--- config.mk ---
export PLATFORM = sky130hd
export DESIGN_NAME = syscall_unit
export DESIGN_NICKNAME = d
export VERILOG_FILES = /design/src/rtl/syscall_unit.sv
export SDC_FILE = /design/constraint.sdc
export NUM_CORES = 1
export LEC_CHECK = 0
export BUFFER_PORTS_ARGS = -buffer_cell sky130_fd_sc_hd__buf_2
export CORE_AREA = 2 2 115 201
export DETAILED_ROUTE_END_ITERATION = 10
export DIE_AREA = 0 0 117 203
export PLACE_DENSITY = 0.81
export SYNTH_ARGS = -nofsm -noshare
export SYNTH_HDL_FRONTEND = slang
export SYNTH_SLANG_ARGS = --single-unit
--- constraint.sdc ---
create_clock -name clk -period 8.15 [get_ports clk]
set_input_delay 0 -clock clk [delete_from_list [all_inputs] [get_ports clk]]
set_output_delay 0 -clock clk [all_outputs]
set_load 0.01 [all_outputs]
--- src/rtl/syscall_unit.sv ---
// syscall_unit: syscall service block for the single-cycle MIPS core.
// It decodes $v0 on an accepted syscall, updates the hex display
// register, queues print-int words into a first-word fall-through FIFO,
// and raises a sticky halt on exit codes.
module syscall_unit #(
    parameter int DATA_W = 32,
    parameter int DEPTH  = 8,
    parameter int CNT_W  = 16
) (
    input  logic              clk,
    input  logic              reset,
    input  logic              en,
    input  logic [DATA_W-1:0] v0,
    input  logic [DATA_W-1:0] a0,
    output logic              stall,
    output logic              halt,
    output logic [DATA_W-1:0] exit_code,
    output logic [DATA_W-1:0] hex,
    output logic              out_valid,
    output logic [DATA_W-1:0] out_data,
    input  logic              out_ready,
    output logic [CNT_W-1:0]  count,
    output logic              bad_code
);

    localparam int AW = $clog2(DEPTH);

    localparam logic [DATA_W-1:0] CODE_PRINT_INT = DATA_W'(1);
    localparam logic [DATA_W-1:0] CODE_EXIT      = DATA_W'(10);
    localparam logic [DATA_W-1:0] CODE_EXIT2     = DATA_W'(17);
    localparam logic [DATA_W-1:0] CODE_PRINT_HEX = DATA_W'(34);

    typedef enum logic [0:0] {
        ST_RUN    = 1'b0,
        ST_HALTED = 1'b1
    } state_t;

    state_t              state_r;
    logic                halt_r;
    logic [DATA_W-1:0]   exit_code_r;
    logic [DATA_W-1:0]   hex_r;
    logic [CNT_W-1:0]    count_r;
    logic                bad_code_r;

    logic [DATA_W-1:0]   mem_r [DEPTH];
    logic [AW:0]         wr_ptr_r;
    logic [AW:0]         rd_ptr_r;

    logic                empty_s;
    logic                full_s;
    logic                is_print_s;
    logic                stall_s;
    logic                accept_s;
    logic                push_s;
    logic                pop_s;

    // Occupancy flags: the extra pointer MSB separates full from empty.
    assign empty_s    = (wr_ptr_r == rd_ptr_r);
    assign full_s     = (wr_ptr_r[AW] != rd_ptr_r[AW]) &&
                        (wr_ptr_r[AW-1:0] == rd_ptr_r[AW-1:0]);

    // A print-int with no room holds the PC; no bypass through out_ready.
    assign is_print_s = (v0 == CODE_PRINT_INT);
    assign stall_s    = en & ~halt_r & is_print_s & full_s;
    assign accept_s   = en & ~stall_s & ~halt_r;
    assign push_s     = accept_s & is_print_s;
    assign pop_s      = ~empty_s & out_ready;

    assign stall      = stall_s;
    assign halt       = halt_r;
    assign exit_code  = exit_code_r;
    assign hex        = hex_r;
    assign count      = count_r;
    assign bad_code   = bad_code_r;
    assign out_valid  = ~empty_s;
    assign out_data   = mem_r[rd_ptr_r[AW-1:0]];

    // FIFO storage: written only on push, contents need no reset.
    always_ff @(posedge clk) begin
        if (push_s) begin
            mem_r[wr_ptr_r[AW-1:0]] <= a0;
        end else begin
            mem_r[wr_ptr_r[AW-1:0]] <= mem_r[wr_ptr_r[AW-1:0]];
        end
    end

    // FIFO pointers: push and pop on the same edge both advance.
    always_ff @(posedge clk or negedge reset) begin
        if (!reset) begin
            wr_ptr_r <= '0;
            rd_ptr_r <= '0;
        end else begin
            if (push_s) begin
                wr_ptr_r <= wr_ptr_r + (AW+1)'(1);
            end else begin
                wr_ptr_r <= wr_ptr_r;
            end
            if (pop_s) begin
                rd_ptr_r <= rd_ptr_r + (AW+1)'(1);
            end else begin
                rd_ptr_r <= rd_ptr_r;
            end
        end
    end

    // Run/halted state machine with its registered service outputs.
    always_ff @(posedge clk or negedge reset) begin
        if (!reset) begin
            state_r     <= ST_RUN;
            halt_r      <= 1'b0;
            exit_code_r <= '0;
            hex_r       <= '0;
            count_r     <= '0;
            bad_code_r  <= 1'b0;
        end else begin
            case (state_r)
                ST_RUN: begin
                    if (accept_s) begin
                        hex_r   <= a0;
                        count_r <= count_r + CNT_W'(1);
                        case (v0)
                            CODE_EXIT: begin
                                state_r     <= ST_HALTED;
                                halt_r      <= 1'b1;
                                exit_code_r <= '0;
                            end
                            CODE_EXIT2: begin
                                state_r     <= ST_HALTED;
                                halt_r      <= 1'b1;
                                exit_code_r <= a0;
                            end
                            CODE_PRINT_INT, CODE_PRINT_HEX: begin
                                bad_code_r <= bad_code_r;
                            end
                            default: begin
                                bad_code_r <= 1'b1;
                            end
                        endcase
                    end else begin
                        count_r <= count_r;
                    end
                end
                ST_HALTED: begin
                    halt_r <= 1'b1;
                end
                default: begin
                    state_r <= ST_HALTED;
                    halt_r  <= 1'b1;
                end
            endcase
        end
    end

endmodule

# After elaboration in Yosys (flattened, before gate mapping)
# Memory sizes are Yosys's and may differ from the RTL's.
# Cells that the tools add are included.
# Widths: inputs -> output; s select.
# classes
add_sub_neg	3
eq_ne	10
n_mux	11
n_bitwise	13
n_reduce_logical	9
# ops
cell	count
$pmux 32 s2	1
$eq 32x1->1 const B	1
$eq 32x4->1 const B	1
$eq 32x5->1 const B	1
$eq 32x6->1 const B	1
$mux 32	1
$add 16x1->16 const B	1
$add 4x1->4 const B	2
$mux 1	8
$and 1x1->1	7
$reduce_and 2->1	3
$reduce_and 3->1	2
$not 1->1	5
$eq 4x4->1	1
$ne 2x2->1 const B	2
$reduce_or 4->1	1
$eq 3x3->1	1
$pmux 1 s2	1
$reduce_bool 2->1	1
$reduce_or 2->1	1
$logic_and 1x1->1	1
$ne 0x0->1	1
$ne 1x1->1	1
$or 1x1->1	1
# totals
reg_bits	91
ram_bits	256
out_inout_bits	116
elab_cells	55
memories	1
# memory_table
name	words	width	rd	rd_clocked_by_memory_dff	wr	line_no	source
mem_r	8	32	1	0	1	45	logic [DATA_W-1:0] mem_r [DEPTH];

# Longest topological paths before layout
# logic_depth
ltp_word	11
depth_mapped	7
depth_no_buf	5

# Least setup slack after synthesis
# Ideal clock, no wire load.
# synth_path
kind	register to register
from	register wr_ptr_r[0]
to	memory mem_r[0][0] (enable)
setup_time_ns	0.503
arrival_time_ns	4.265
required_time_ns	7.647
setup_slack_ns	3.382
path_stages_with_launch	6
path_buffers	1
synth_period_minus_slack_ns	4.768
cell_sequence	dfrtp_1 -> buf_2 -> xnor2_1 -> nand4b_1 -> nand3_1 -> nor4_1
# synth_via
elab_chain_cells	10
word_cells_on_any_way	12
# synth_lines
element	line_no	source
from (decl)	46	logic [AW:0] wr_ptr_r;
from (signal assigned)	94	wr_ptr_r <= wr_ptr_r + (AW+1)'(1);
from (signal assigned)	96	wr_ptr_r <= wr_ptr_r;
$eq 3x3->1	60	(wr_ptr_r[AW-1:0] == rd_ptr_r[AW-1:0]);
$logic_and 1x1->1	59	assign full_s = (wr_ptr_r[AW] != rd_ptr_r[AW]) &&
$and 1x1->1	64	assign stall_s = en & ~halt_r & is_print_s & full_s;
$not 1->1	65	assign accept_s = en & ~stall_s & ~halt_r;
$and 1x1->1 (2 in a row)	65	
$and 1x1->1	66	assign push_s = accept_s & is_print_s;
$mux 1, on equally long branches	80, 83	
$mux 1 (implied by the code) / $reduce_and 2->1 (equally long branches)	--	
$or 1x1->1 (no line)	--	
to (decl)	45	
# Several ways; a longest one is shown, not always the timed one.

# Final worst setup path
# layout_path
from	register rd_ptr_r[1]
to	register hex_r[0], in the netlist hex[0]
# layout_via
elab_chain_cells	7
# layout_lines
element	line_no	source
from (decl)	47	logic [AW:0] rd_ptr_r;
from (signal assigned)	99	rd_ptr_r <= rd_ptr_r + (AW+1)'(1);
from (signal assigned)	101	rd_ptr_r <= rd_ptr_r;
$eq 3x3->1	60	
$logic_and 1x1->1	59	
$and 1x1->1	64	
$not 1->1	65	
$and 1x1->1 (2 in a row)	65	
$reduce_and 2->1 (no line)	--	
to (signal assigned)	112	hex_r <= '0;
to (signal assigned)	119	hex_r <= a0;
to (decl)	41	logic [DATA_W-1:0] hex_r;
# No other way between the ends.
# A chain may end at the register's enable or synchronous reset.

==> implementation parameters <==
Parameter                              Value

Status
  Result of the run    complete, no violations

Clock network
  Count of H-tree levels built during CTS    1
  Max Root-Sink Buffers    3
  Clock transition at the register clock pins on the worst setup and hold paths after CTS    approximately 0.070 ns
  Worst-Skew Late Latency    0.55 ns
  TritonCTS clock tree    yes
  # resized after CTS    0
  Post-CTS Hold Fix Bufs    40
  Clk Tree Root Cell    sky130_fd_sc_hd__clkbuf_16
  TritonCTS Buffers    30
  TritonCTS Sinks    347
  Post-CTS setup-driven buffer insertion count    0

Timing
  Tmin final    approximately 3.8 ns
  Number of setup violations in the final report    0
  Pins Over Slew Limit    0
  Worst-case clock skew    about 0.011 ns
  Measured slew at the worst slew-check pin    1.263 ns
  Maximum achievable frequency    0.2623 GHz
  Hold Fails Final Rpt    0
  Setup repair after global routing missed its margin    false
  Worst setup margin    approximately 4.3 ns
  Remaining max-slew budget at the tightest pin    between 10% and 20%
  Share of the cycle needed by the critical path after routing    46.77%
  TNS Setup    0 ns

Job
  Number of max-capacitance violations reported    0

Detailed routing
  Wire length after detailed routing    30710 um
  Post-route met1 wirelength    roughly 11000 um
  Average vias per placed instance    6.084
  Initial detailed-routing violation count    602
  Iteration count of the initial detailed-routing pass    4
  Remaining number of nets flagged by the antenna check after routing    0
  Total DRC errors in the routed layout    0
  Average wire length per cell after detail routing    25.23 um
  Length of routed met3 wiring    1944 um
  Highest routing layer actually used    met4
  Number of vias after detailed routing    7404
  Detailed-routed wire length on met2    around 17000 um

Synthesis
  Number of register bits inferred by synthesis    347
  Yosys warnings    0
  Number of different library cells in the post-synthesis netlist    37
  Top post-synthesis cells by area    sky130_fd_sc_hd__edfxtp_1 (57%), sky130_fd_sc_hd__dfrtp_1 (17%), sky130_fd_sc_hd__mux4_2 (11%)
  Xor-xnor portion of the synthesized cell area    1.618%
  Synth Area in Simple Gates    3.708%
  Instance count of the mapped netlist    roughly 660
  Area fraction in compound gates after synthesis    under 10%
  Portion of the post-synthesis area used by sequential elements    73.65%
  Synth Area in Adders    less than 1%
  Post-Synthesis Net Count    between 700 and 800
  Dominant cell type by area after synthesis    sky130_fd_sc_hd__edfxtp_1
  Post-synth top area share    a little under three fifths
  Main combinational cell family by area after synthesis    multiplexers
  Cell Area, Synth    13530 um^2
  Mux contribution to synthesized area    approximately 17%
  Synth Area per Inst    20.47 um^2

Floorplan
  Core Area    between 20000 and 25000 um^2
  Count of standard-cell rows    72
  Horizontal extent of the die    117 um
  Effective utilization at floorplan    61.30%
  Overall die area    between 20000 and 25000 um^2
  I/O Pins    184
  Chip height    203 um

Setup path
  Data arrival time at the worst-slack endpoint    4.24 ns
  Worst Setup End Kind    flop
  Slowest cell on the critical path    sky130_fd_sc_hd__dfrtp_4
  Largest incremental delay on the critical path    1.06 ns
  Cell-by-cell listing of the critical path    xnor2_1 -> nand4b_1 -> nor4b_4 -> nor3_4 -> buf_4 -> mux2_2
  Worst-path maximum fanout    68
  Startpoint Class    flop
  Start-to-end type of the worst setup path    flop to flop
  Data required time of the worst path    8.58 ns

Global route
  Via count of the first global-routing pass    8128
  Overall global routing resource usage    between 20% and 30%
  Aggregate global routing overflow    0
  Largest net degree at the start of global routing    69
  Number of antenna violations at the first check in global routing    0
  First-pass GRT wire length    46780 um

Min path
  Worst Hold Class    input port to flop

Power and ir drop
  Pwr/cell area    235.3 nW/um^2
  Peak ir drop on the vdd network    0.1805 mV
  Cell leakage power    0.006099 uW

Cells and area
  Most common cell after layout, fill and taps aside    sky130_fd_sc_hd__edfxtp_1
  Count of placed standard cells in the final layout, fillers left out    1217
  Net total in the final layout    968
  Antenna diode count    0
  Multi-input gate area    3435 um^2
  Commonest non-fill, non-tap cells in the layout    sky130_fd_sc_hd__edfxtp_1 (256), sky130_fd_sc_hd__buf_2 (182), sky130_fd_sc_hd__dfrtp_1 (88)
  Fraction of final layout cells with drive strength greater than 1    approximately 43%
  Filler cell count in the final layout    1234
  FF/Latch Area    9973 um^2
  Area growth from synthesis to layout    19.50%

Placed design
  Placement Setup Slack    4.380 ns
  Port buffer count    183
  Estimated wirelength of the detail-placed design    17680 um
  # placed instances    1121
  Routability Congestion    0.8622
final cells by class:
class                           count  area share [%]
Sequential cell                   347           61.69
Clock buffer                       42           5.177
Tap cell                          296           2.291
Inverter                            5          0.1161
Timing Repair Buffer              237           8.869
Multi-Input combinational cell    276           21.24
Clock inverter                     14          0.6191
final timing paths:
kind                                         start                       to  slack (ns)  depth (start not counted)
max reg2reg                rd_ptr_r[1]$_DFFE_PN0P_       hex[0]$_DFFE_PN0P_        4.34                          6
max in group asynchronous                    reset  rd_ptr_r[1]$_DFFE_PN0P_        6.89                          4
min in group asynchronous                    reset      hex[23]$_DFFE_PN0P_        0.54                          4
max                        rd_ptr_r[1]$_DFFE_PN0P_       hex[0]$_DFFE_PN0P_        4.34                          6
min                                          v0[7]     count[7]$_DFFE_PN0P_        0.03                          6
min reg2reg                   bad_code$_DFFE_PN0P_     bad_code$_DFFE_PN0P_        0.47                          1
cell usage after synthesis:
| master | count |
|---|---|
| sky130_fd_sc_hd__nor3_1 | 6 |
| sky130_fd_sc_hd__inv_1 | 5 |
| sky130_fd_sc_hd__and2_1 | 2 |
| sky130_fd_sc_hd__nand4_1 | 5 |
| sky130_fd_sc_hd__mux2_4 | 28 |
| sky130_fd_sc_hd__nor4_1 | 17 |
| sky130_fd_sc_hd__buf_6 | 3 |
| sky130_fd_sc_hd__mux2_2 | 39 |
| sky130_fd_sc_hd__nor4b_1 | 2 |
| sky130_fd_sc_hd__buf_1 | 2 |
| sky130_fd_sc_hd__nor4b_4 | 1 |
| sky130_fd_sc_hd__nand3_1 | 10 |
| sky130_fd_sc_hd__nand2_1 | 10 |
| sky130_fd_sc_hd__clkbuf_2 | 1 |
| sky130_fd_sc_hd__nor3b_1 | 2 |
| sky130_fd_sc_hd__nand4b_1 | 1 |
| sky130_fd_sc_hd__xor2_1 | 13 |
| sky130_fd_sc_hd__mux4_2 | 64 |
| sky130_fd_sc_hd__a22o_1 | 32 |
| sky130_fd_sc_hd__edfxtp_1 | 256 |
| sky130_fd_sc_hd__ha_1 | 3 |
| sky130_fd_sc_hd__dfrtp_1 | 91 |
| sky130_fd_sc_hd__nor3_4 | 1 |
| sky130_fd_sc_hd__nand2b_1 | 2 |
| sky130_fd_sc_hd__nor2_1 | 8 |
| sky130_fd_sc_hd__a21o_1 | 2 |
| sky130_fd_sc_hd__a211o_1 | 1 |
| sky130_fd_sc_hd__a21oi_1 | 2 |
| sky130_fd_sc_hd__nor2b_1 | 2 |
| sky130_fd_sc_hd__and3_1 | 4 |
| sky130_fd_sc_hd__nor4bb_1 | 1 |
| sky130_fd_sc_hd__nor4_2 | 4 |
| sky130_fd_sc_hd__clkbuf_1 | 12 |
| sky130_fd_sc_hd__xnor2_1 | 12 |
| sky130_fd_sc_hd__o22ai_1 | 1 |
| sky130_fd_sc_hd__nand4_2 | 1 |
| sky130_fd_sc_hd__buf_2 | 15 |
registers in the layout (all words and copies together), names as in the netlist:
| register | flops |
|---|---|
| mem_r | 256 |
| state_r | 1 |
| wr_ptr_r | 4 |
| bad_code | 1 |
| halt | 1 |
| hex | 32 |
| rd_ptr_r | 4 |
| count | 16 |
| exit_code | 32 |
where the power goes:
| part | leakage [uW] | internal, uW | switching (uW) | total [uW] |
|---|---|---|---|---|
| Combinational | 0.00217 | 242 | 202 | 444 |
| Clock | 0.000463 | 750 | 616 | 1370 |
| Sequential | 0.00347 | 1930 | 59.8 | 1990 |
cells by family (layout without fill, tap and decap cells):
kind of cell	after synthesis	after routing
adders and majority gates	3	3
xor gates and xnor gates	25	25
and+or+nand+nor	79	79
DFF	347	347
AOI/OAI and AO/OA	38	38
muxes	131	131
buffers and inverters	38	298
worst max-delay path: cells and delay by family, from the launching register on:
family / cells / cell delay [ns]
multiplexers: 1 / 0.39
flip-flops: 1 / 1.06
AND/OR/NAND/NOR: 3 / 1.42
buffers and inverters: 1 / 0.53
XOR/XNOR: 1 / 0.23
routing by layer:
layer / vias to the layer above / track usage (%)
met5: - / 0
met1: 3828 / 33.52
met4: 0 / 10.13
met3: 70 / 3.582
met2: 372 / 47.15
li1: 3134 / -
metrics by stage:
step | util (%) | area [um^2] | hold slack, ns | total power [uW]
6_report | 73.25 | 16170 | 0.02899 | 3804
2_1_floorplan | - | 13530 | -0.2956 | 2297
5_1_grt | 73.25 | 16170 | 0.03640 | 3936
3_5_place_dp | 67.15 | 14820 | 0.02044 | 2456
3_3_place_gp | 67.15 | 14820 | 0.009090 | 2442
4_1_cts | 73.25 | 16170 | 0.004715 | 3827
Power figures use the tool's default switching activity.
